File: src/rtl/ins_fetch.sv
// rtl/ins_fetch.sv - fetch stage: PC, I-cache request FSM, 2-bit BHT prediction, ROB redirect
`timescale 1ns/1ps
module ins_fetch #(
  parameter logic [31:0] RESET_PC = 32'h0,
  parameter int          BHT_BITS = 6
) (
  input  logic        clk_in,
  input  logic        rst_in,
  input  logic        rdy_in,
  output logic        ic_req,
  output logic [31:0] ic_addr,
  input  logic        ic_valid,
  input  logic [31:0] ic_ins,
  input  logic        f_stall,
  output logic        is_ins,
  output logic [31:0] ins_addr,
  output logic [31:0] ins,
  output logic        pred_jmp,
  output logic [31:0] pred_another,
  input  logic        rob_clear,
  input  logic [31:0] rob_new_pc,
  input  logic        bht_upd,
  input  logic [31:0] bht_upd_pc,
  input  logic        bht_upd_taken
);

  localparam int BHT_N = 1 << BHT_BITS;
  localparam logic [6:0] OP_BRANCH = 7'b1100011;
  localparam logic [6:0] OP_JAL    = 7'b1101111;

  typedef enum logic [1:0] {S_REQ, S_WAIT, S_HOLD, S_DRAIN} state_t;

  state_t              state, state_nxt;
  logic [31:0]         pc;
  logic [1:0]          bht [BHT_N];
  logic [31:0]         hold_ins, hold_next, hold_another;
  logic                hold_jmp;
  logic                present, capture, req_set, req_clr;

  logic [BHT_BITS-1:0] look_idx, upd_idx;
  logic [31:0]         imm_b, imm_j, pc_plus4, pc_b, pc_j;
  logic                live_jmp, taken;
  logic [31:0]         live_next, live_another;
  logic [31:0]         cur_ins, cur_next, cur_another;
  logic                cur_jmp;
  logic                unused_bits;

  assign unused_bits = &{1'b0, bht_upd_pc[31:BHT_BITS+2], bht_upd_pc[1:0]};

  assign look_idx = pc[BHT_BITS+1:2];
  assign upd_idx  = bht_upd_pc[BHT_BITS+1:2];
  assign imm_b    = {{19{ic_ins[31]}}, ic_ins[31], ic_ins[7], ic_ins[30:25], ic_ins[11:8], 1'b0};
  assign imm_j    = {{11{ic_ins[31]}}, ic_ins[31], ic_ins[19:12], ic_ins[20], ic_ins[30:21], 1'b0};
  assign pc_plus4 = pc + 32'd4;
  assign pc_b     = pc + imm_b;
  assign pc_j     = pc + imm_j;
  assign taken    = bht[look_idx][1];

  // Prediction for the word arriving this cycle; reads the BHT before any same-edge update
  always_comb begin
    live_jmp     = 1'b0;
    live_next    = pc_plus4;
    live_another = 32'h0;
    case (ic_ins[6:0])
      OP_BRANCH: begin
        live_jmp     = taken;
        live_next    = taken ? pc_b : pc_plus4;
        live_another = taken ? pc_plus4 : pc_b;
      end
      OP_JAL: begin
        live_jmp     = 1'b1;
        live_next    = pc_j;
        live_another = pc_plus4;
      end
      default: ;
    endcase
  end

  assign cur_ins     = (state == S_HOLD) ? hold_ins     : ic_ins;
  assign cur_jmp     = (state == S_HOLD) ? hold_jmp     : live_jmp;
  assign cur_next    = (state == S_HOLD) ? hold_next    : live_next;
  assign cur_another = (state == S_HOLD) ? hold_another : live_another;

  always_ff @(posedge clk_in or posedge rst_in) begin
    if (rst_in) state <= S_REQ;
    else if (rdy_in) state <= state_nxt;
  end

  always_comb begin
    state_nxt = state;
    present   = 1'b0;
    capture   = 1'b0;
    req_set   = 1'b0;
    req_clr   = 1'b0;
    if (rob_clear) begin
      case (state)
        S_WAIT: begin
          req_clr   = ic_valid;
          state_nxt = ic_valid ? S_REQ : S_DRAIN;
        end
        S_DRAIN: if (ic_valid) begin
          req_clr   = 1'b1;
          state_nxt = S_REQ;
        end
        default: state_nxt = S_REQ;
      endcase
    end else begin
      case (state)
        S_REQ: begin
          req_set   = 1'b1;
          state_nxt = S_WAIT;
        end
        S_WAIT: if (ic_valid) begin
          req_clr = 1'b1;
          capture = 1'b1;
          if (f_stall) state_nxt = S_HOLD;
          else begin
            present   = 1'b1;
            state_nxt = S_REQ;
          end
        end
        S_HOLD: if (!f_stall) begin
          present   = 1'b1;
          state_nxt = S_REQ;
        end
        S_DRAIN: if (ic_valid) begin
          req_clr   = 1'b1;
          state_nxt = S_REQ;
        end
        default: state_nxt = S_REQ;
      endcase
    end
  end

  always_ff @(posedge clk_in or posedge rst_in) begin
    if (rst_in) begin
      pc           <= RESET_PC;
      ic_req       <= 1'b0;
      ic_addr      <= 32'h0;
      is_ins       <= 1'b0;
      ins_addr     <= 32'h0;
      ins          <= 32'h0;
      pred_jmp     <= 1'b0;
      pred_another <= 32'h0;
      hold_ins     <= 32'h0;
      hold_jmp     <= 1'b0;
      hold_next    <= 32'h0;
      hold_another <= 32'h0;
    end else if (rdy_in) begin
      is_ins <= present;
      if (present) begin
        ins_addr     <= pc;
        ins          <= cur_ins;
        pred_jmp     <= cur_jmp;
        pred_another <= cur_another;
      end
      if (capture) begin
        hold_ins     <= ic_ins;
        hold_jmp     <= live_jmp;
        hold_next    <= live_next;
        hold_another <= live_another;
      end
      if (rob_clear) pc <= rob_new_pc;
      else if (present) pc <= cur_next;
      if (req_set) begin
        ic_req  <= 1'b1;
        ic_addr <= pc;
      end else if (req_clr) begin
        ic_req <= 1'b0;
      end
    end
  end

  always_ff @(posedge clk_in or posedge rst_in) begin
    if (rst_in) begin
      for (int i = 0; i < BHT_N; i++) bht[i] <= 2'b01;
    end else if (rdy_in && bht_upd) begin
      if (bht_upd_taken && bht[upd_idx] != 2'b11) bht[upd_idx] <= bht[upd_idx] + 2'b01;
      else if (!bht_upd_taken && bht[upd_idx] != 2'b00) bht[upd_idx] <= bht[upd_idx] - 2'b01;
    end
  end

endmodule

File: config.mk
export PLATFORM = sky130hd
export DESIGN_NAME = ins_fetch
export DESIGN_NICKNAME = d
export VERILOG_FILES = /design/src/rtl/ins_fetch.sv
export SDC_FILE = /design/constraint.sdc
export NUM_CORES = 1
export LEC_CHECK = 0
export CORE_ASPECT_RATIO = 0.8
export CORE_MARGIN = 10
export CORE_UTILIZATION = 35
export CTS_CLUSTER_SIZE = 10
export DETAILED_ROUTE_END_ITERATION = 7
export GPL_TIMING_DRIVEN = 0
export HOLD_SLACK_MARGIN = 0.12
export PLACE_DENSITY = 0.53
export SYNTH_ARGS = -nofsm -noshare
export SYNTH_HDL_FRONTEND = slang
export SYNTH_SLANG_ARGS = --single-unit
File: constraint.sdc
create_clock -name clk_in -period 15.2 [get_ports clk_in]
set_clock_uncertainty 0.05 [all_clocks]
set_input_delay 3.04 -clock clk_in [delete_from_list [all_inputs] [get_ports clk_in]]
set_output_delay 3.04 -clock clk_in [all_outputs]
set_load 0.02 [all_outputs]
==> metrics.md, run 1 <==
| Metric | Value |
|---|---|
| Die Area | `71800 µm²` |
| Final instance area | `26100 µm²` |
| Mapped Area | `21500 µm²` |
| CP Launch Type | `input port` |
| Placed cells | `3384` |
| WL final | `90400 µm` |
| Mapped Cells | `2344` |
| DRC viols | `0` |
| Min cycle time layout | `7.54 ns` |
| Main synth FF type | `dfrtp_1` |
| Congestion Overflow GR | `0` |
| Core box area | `61000 µm²` |
| DP Area | `24700 µm²` |
| Number of global-route vias before repair | `19400` |
| Max IR drop VDD | `92.4 µV` |
| CTS tree | `done` |
| Final ANT Viol Nets | `0` |
| Clock Sinks | `390` |
| Final period util | `0.496` |
| H-tree depth | `2` |
| Initial antenna violation count | `5` |
| Power Total | `4330 µW` |
| Grt met2 use | `0.336` |
| Post-DP HPWL | `67400 µm` |
| First-pass GRT wire length | `132000 µm` |
| Die Y | `242 µm` |
| Share of the yosys chip area belonging to registers | `0.458` |
| Area contributors post-synth | `dfrtp_1 38%, dfstp_2 7.8%, nand2_1 6.2%` |
| Number of CTS-inserted buffers | `47` |
| Synth async-reset ratio | `1.00` |
| Rel. slew slack | `0.168` |
| Post-CTS Setup Inserts | `0` |
| Max frequency | `133 MHz` |
| Slew Viols, Final | `0` |
| Vias after detailed routing | `20000` |
| Syn. warnings | `0` |
| Non-filler instance count after layout | `3463` |
| Data required, critical path | `15.68 ns` |
| RSZ-0062 raised after global routing | `no` |
| Setup CP Type | `in -> reg` |
| Hold Path Class | `reg -> reg` |
| Critical Path Fanout Max | `10` |
| Post-synth EDFFs | `0` |
| Register-to-Register Setup Slack | `10.46 ns` |
| Max clock buf depth | `3` |
| Vias per inst | `5.76` |
| I/O Buffers | `205` |
| Final #Nets | `2760` |
| Leakage power | `0.0110 µW` |
| Per-cell routed wire length | `26.1 µm` |
| Resized cells post-CTS | `0` |
| CP Data Arrival Time | `8.02 ns` |
| Power per cell area | `166 nW/µm²` |
| GRT Util Overall | `0.242` |
| Syn_nets | `2501` |
| Largest net degree at the start of global routing | `128` |
| Met1 usage | `0.347` |
| Worst-skew pair later-pin latency | `0.61 ns` |
| CTS Hold Bufs | `0` |
| Ports | `235` |
| Root buf cell | `clkbuf_16` |
| DRT Pass-1 Iters | `6` |
| Worst-Margin Slew | `1.24 ns` |
| Die W | `297 µm` |
| Share of layout cells above drive strength 1 | `0.112` |
| Outcome | `finished, final reports clean` |
| Post-synthesis cell type count | `81` |
| Syn_area_per_cell | `9.18 µm²` |
| Post-synthesis register bit count | `390` |
| Clk slew on worst S/H paths | `0.06 ns` |
| GR peak layer | `met1` |
| DR iter-0 viols | `2049` |
| Initial core utilization | `0.353` |
| Routability cong. | `0.943` |
| Leading area contributor after synthesis | `dfrtp_1` |
| Max cap viols | `0` |
| Area grow syn2layout | `21.5%` |
| Met3 GRT Util | `0.0834` |
| Yosys top cell area share | `0.379` |
| Nature of the critical path endpoint | `flip-flop` |
| # rows | `81` |
| Final setup fails | `0` |
| Hold Vio Cnt, Final | `0` |
## final timing paths
path,endpoint,start,cells after the start
max,bht[9]$_DFFE_PP0P_,bht_upd_pc[3],13
min,hold_next[9]$_DFFE_PP0P_,hold_next[9]$_DFFE_PP0P_,2
max reg2reg,pc[31]$_DFFE_PP0P_,pc[2]$_DFFE_PP0P_,12
min reg2reg,hold_next[9]$_DFFE_PP0P_,hold_next[9]$_DFFE_PP0P_,2
max in group asynchronous,ins_addr[27]$_DFFE_PP0P_,rst_in,4
min in group asynchronous,ins[3]$_DFFE_PP0P_,rst_in,2
## Yosys cell counts, drive strengths merged, types with 14 or more instances
library cell,instances
mux2i,44
xor2,33
nor3,23
nand2,356
dfrtp,326
o21ai,159
a31oi,25
o22ai,52
dfstp,64
o221ai,14
nand3,40
clkbuf,115
o21a,15
ha,51
xnor2,46
nand4,18
a221o,16
mux2,93
a21o,15
nor2,270
inv,40
and3,22
a22oi,24
a221oi,45
a21oi,212
buf,45
## power breakdown
part	total, µW	internal [µW]	switching (µW)
Combinational	1680	646	1030
Clock	1070	601	466
Sequential	1580	1330	256
Total	4330	2570	1750
## worst max-delay path, stage by stage
cell and delay, ns:
clkdlybuf4s50_1 0.54, clkbuf_1 0.35, nand3b_1 0.58, o22ai_1 0.17
nor4_1 0.55, o22a_1 0.23, nand4_1 0.12, inv_1 0.09
clkbuf_1 0.45, ha_1 0.34, xnor2_1 0.75, clkbuf_1 0.53
mux2_2 0.27
## cell usage in the layout (no fill, tap or decap), drive strengths merged, types with 44 or more instances in the layout
cell type | synthesis | layout
buf | 45 | 50
nand2 | 356 | 356
clkdlybuf4s50 | 0 | 205
ha | 51 | 51
clkbuf | 115 | 183
mux2 | 93 | 93
xnor2 | 46 | 46
a21oi | 212 | 212
mux2i | 44 | 44
a221oi | 45 | 45
o21ai | 159 | 159
nor2 | 270 | 270
dfstp | 64 | 64
o22ai | 52 | 52
dfrtp | 326 | 326
## stage by stage
stage | worst slack (ns) | setup TNS (ns) | utilization | hold WS [ns]
after floorplan | 1.37 | 0 | - | 0.389
after global placement | -3.91 | -1240.45 | 0.403 | 0.407
after detailed placement | 7.18 | 0 | 0.405 | 0.412
after CTS | 7.80 | 0 | 0.428 | 0.425
after global routing | 7.39 | 0 | 0.428 | 0.441
final | 7.66 | 0 | 0.428 | 0.420
## logic make-up after synthesis
logic type               Yosys count  share of synthesized area
AO/OA/AOI/OAI                    667                      0.197
XOR/XNOR                          79                     0.0322
adder cells (fa/ha/maj)           53                     0.0315
buffers and inverters            200                     0.0383
flip-flops                       390                      0.458
multiplexers                     149                     0.0821
AND/OR/NAND/NOR                  806                      0.162
## cell type report
cell class	instances	area (µm²)
antenna	3	7.51
buffer	160	674
clock buffer	68	1280
clock inverter	8	105
fill	6056	34900
inverter	40	158
multi-input combinational	1754	10900
sequential	390	9840
tap	830	1040
timing repair buffer	210	2160
## metal layers
layer	wire [µm]	up-vias
met5	56	-
met2	36600	1033
met1	40900	9830
met3	10400	151
li1	-	8944
met4	2370	6
Power figures use the tool's default switching activity.
==> run 2: changes to the inputs <==
--- a/config.mk
+++ b/config.mk
@@ -12,7 +12,7 @@
 export DETAILED_ROUTE_END_ITERATION = 7
 export GPL_TIMING_DRIVEN = 0
 export HOLD_SLACK_MARGIN = 0.12
-export PLACE_DENSITY = 0.53
+export PLACE_DENSITY = 0.55
 export SYNTH_ARGS = -nofsm -noshare
 export SYNTH_HDL_FRONTEND = slang
 export SYNTH_SLANG_ARGS = --single-unit
==> constraint.sdc (replaced) <==
create_clock -name clk_in -period 6.4 [get_ports clk_in]
set_clock_uncertainty 0.05 [all_clocks]
set_input_delay 1.28 -clock clk_in [delete_from_list [all_inputs] [get_ports clk_in]]
set_output_delay 1.28 -clock clk_in [all_outputs]
set_load 0.02 [all_outputs]
==> run 2 against run 1 <==
Register-to-register slack got worse by 8.8 ns. Final cell count increased by 0.14%. Power up 140%. Cell area grew 0.80%. Largest cell class unchanged. Largest power group unchanged.
==> metrics.md, run 2 (synthesis results as in run 1) <==
| Metric | Value |
|---|---|
| Outcome | `finished, final reports clean` |
| Largest net degree at the start of global routing | `45 (-65%)` |
| Final instance area | `26300 µm² (+0.80%)` |
| Slew Viols, Final | `0 (unchanged)` |
| Max frequency | `172 MHz` |
| Max cap viols | `0 (unchanged)` |
| Die Y | `242 µm (unchanged)` |
| Crit-path max cell delay | `0.79 ns (+0.04 ns)` |
| CP Data Arrival Time | `6.29 ns (-1.73 ns)` |
| First-pass GRT wire length | `134000 µm (+1.1%)` |
| Power per cell area | `397 nW/µm² (+140%)` |
| I/O Buffers | `205 (unchanged)` |
| Per-cell routed wire length | `26.3 µm (+0.80%)` |
| Congestion Overflow GR | `0 (unchanged)` |
| Data required, critical path | `6.87 ns (-8.81 ns)` |
| Number of diodes | `0 (-3)` |
| Critical Path Fanout Max | `10 (unchanged)` |
| Vias per inst | `5.83 (+1.1%)` |
| RSZ-0062 raised after global routing | `no` |
| DRC viols | `0 (unchanged)` |
| Final setup TNS | `0 ns (unchanged)` |
| Rel. slew slack | `0.177 (+0.00932)` |
| Hold Path Class | `reg -> reg` |
| Post-CTS Setup Inserts | `0 (unchanged)` |
| Leakage power | `0.0111 µW (+0.89%)` |
| CP Launch Type | `input port` |
| Crit-path cells | `clkdlybuf4s50_1 -> clkbuf_1 -> nand3b_1 -> o22ai_1 -> nor4_1 -> o22a_1 -> nand4_1 -> inv_1 -> clkbuf_1 -> ha_1 -> xnor2_1 -> clkbuf_1 -> mux2_2` |
| Die W | `297 µm (unchanged)` |
| Post-DP HPWL | `68700 µm (+1.9%)` |
| Root buf cell | `clkbuf_16` |
| Crit-path most repeated cell | `clkbuf_1` |
| Final period util | `0.910` |
| Worst-Margin Slew | `1.23 ns (-0.0168 ns)` |
| Number of CTS-inserted buffers | `48 (+2.1%)` |
| Resized cells post-CTS | `0 (unchanged)` |
| Final #Nets | `2767 (+0.25%)` |
| Area grow syn2layout | `22.4%` |
| Buf/Inv on CP | `5 (unchanged)` |
| Setup ws final | `0.574 ns (-7.09 ns)` |
| Number of global-route vias before repair | `19700 (+1.5%)` |
| Top delay family on crit path | `buffers and inverters` |
| Cell at the slowest stage of the critical path | `xnor2_1` |
| WL final | `91300 µm (+0.94%)` |
| H-tree depth | `2 (unchanged)` |
| Clock Sinks | `390 (unchanged)` |
| Final ANT Viol Nets | `0 (unchanged)` |
| Nature of the critical path endpoint | `flip-flop` |
| Vias after detailed routing | `20200 (+1.3%)` |
| GRT Util Overall | `0.244 (+0.00254)` |
| Commonest non-fill, non-tap cells in the layout | `356 x nand2_1, 326 x dfrtp_1, 269 x nor2_1` |
| Worst-skew pair later-pin latency | `0.60 ns (about the same)` |
| CTS tree | `done` |
| Placement Setup Slack | `0.264 ns (-6.91 ns)` |
| Core box area | `61000 µm² (unchanged)` |
| CTS Hold Bufs | `0 (unchanged)` |
| Min cycle time layout | `5.83 ns` |
| # rows | `81 (unchanged)` |
| Final setup fails | `0 (unchanged)` |
| DP Area | `24800 µm² (+0.45%)` |
| Ports | `235 (unchanged)` |
| Initial core utilization | `0.353 (unchanged)` |
| Routability cong. | `0.961 (+1.8%)` |
| Most common cell after layout, fill and taps aside | `nand2_1` |
| Max IR drop VDD | `227 µV (+150%)` |
| DR iter-0 viols | `2225 (+8.6%)` |
| Clk slew on worst S/H paths | `0.05 ns (about the same)` |
| Setup CP Type | `in -> reg` |
| Max clock buf depth | `3 (unchanged)` |
| Die Area | `71800 µm² (unchanged)` |
| Share of layout cells above drive strength 1 | `0.115 (+0.00307)` |
| DRT Pass-1 Iters | `7 (+1)` |
| Hold Vio Cnt, Final | `0 (unchanged)` |
| Initial antenna violation count | `3 (-2)` |
## run 2: final timing paths
kind	startpoint	cells after the start	endpoint	slack [ns]
setup / recovery	bht_upd_pc[3]	13	bht[1]$_DFFE_PP0P_	0.57
hold / removal	ins_addr[15]$_DFFE_PP0P_	2	ins_addr[15]$_DFFE_PP0P_	0.42
setup reg to reg	pc[2]$_DFFE_PP0P_	12	hold_next[31]$_DFFE_PP0P_	1.66
hold reg to reg	ins_addr[15]$_DFFE_PP0P_	2	ins_addr[15]$_DFFE_PP0P_	0.42
max in group asynchronous	rst_in	6	async pin	3.91
min in group asynchronous	rst_in	2	ins[10]$_DFFE_PP0P_	1.00
## run 2: through the flow
step / power, µW / std cells / hold WS [ns] / utilization
finish: 10400 / 3468 / 0.422 / 0.432
global route: 10900 / 3468 / 0.445 / 0.432
CTS: 10400 / 3468 / 0.426 / 0.432
detailed placement: 7700 / 3390 / 0.412 / 0.407
global placement: 7630 / 3379 / 0.408 / 0.403
floorplan: 5900 / 2344 / 0.389 / -
## run 2: layout make-up
class / count / area (µm²)
plain buffers: 160 / 674
clock buffers: 70 / 1350
clock inverters: 8 / 151
fillers: 6032 / 34700
inverters: 40 / 154
multi-input cells: 1754 / 10900
flip-flops and latches: 390 / 9840
well taps: 830 / 1040
repair buffers: 216 / 2270
## run 2: where the power goes
group	switching (µW)	internal (µW)
clock	1100	1570
combinational	2470	1540
sequential	615	3150
## run 2: per-layer routing
metal  vias up  wire length (µm)  GRT usage
met5         -                21          0
met2      1082             36800      0.342
met1     10000             41500      0.349
li1       8940                 -          -
met3       166             10700     0.0873
met4         4              2300     0.0656
## run 2: worst register-to-register path, cell delays in order, from the launching register on
cell	delay (ns)
dfrtp_1	0.59
buf_4	0.31
inv_1	0.39
fa_1	0.31
nor2b_1	0.08
o31a_1	0.27
o21ai_0	0.41
nand2_1	0.14
a21oi_1	0.62
o21ai_0	0.27
xnor2_1	0.24
a221oi_1	0.69
o21ai_0	0.21
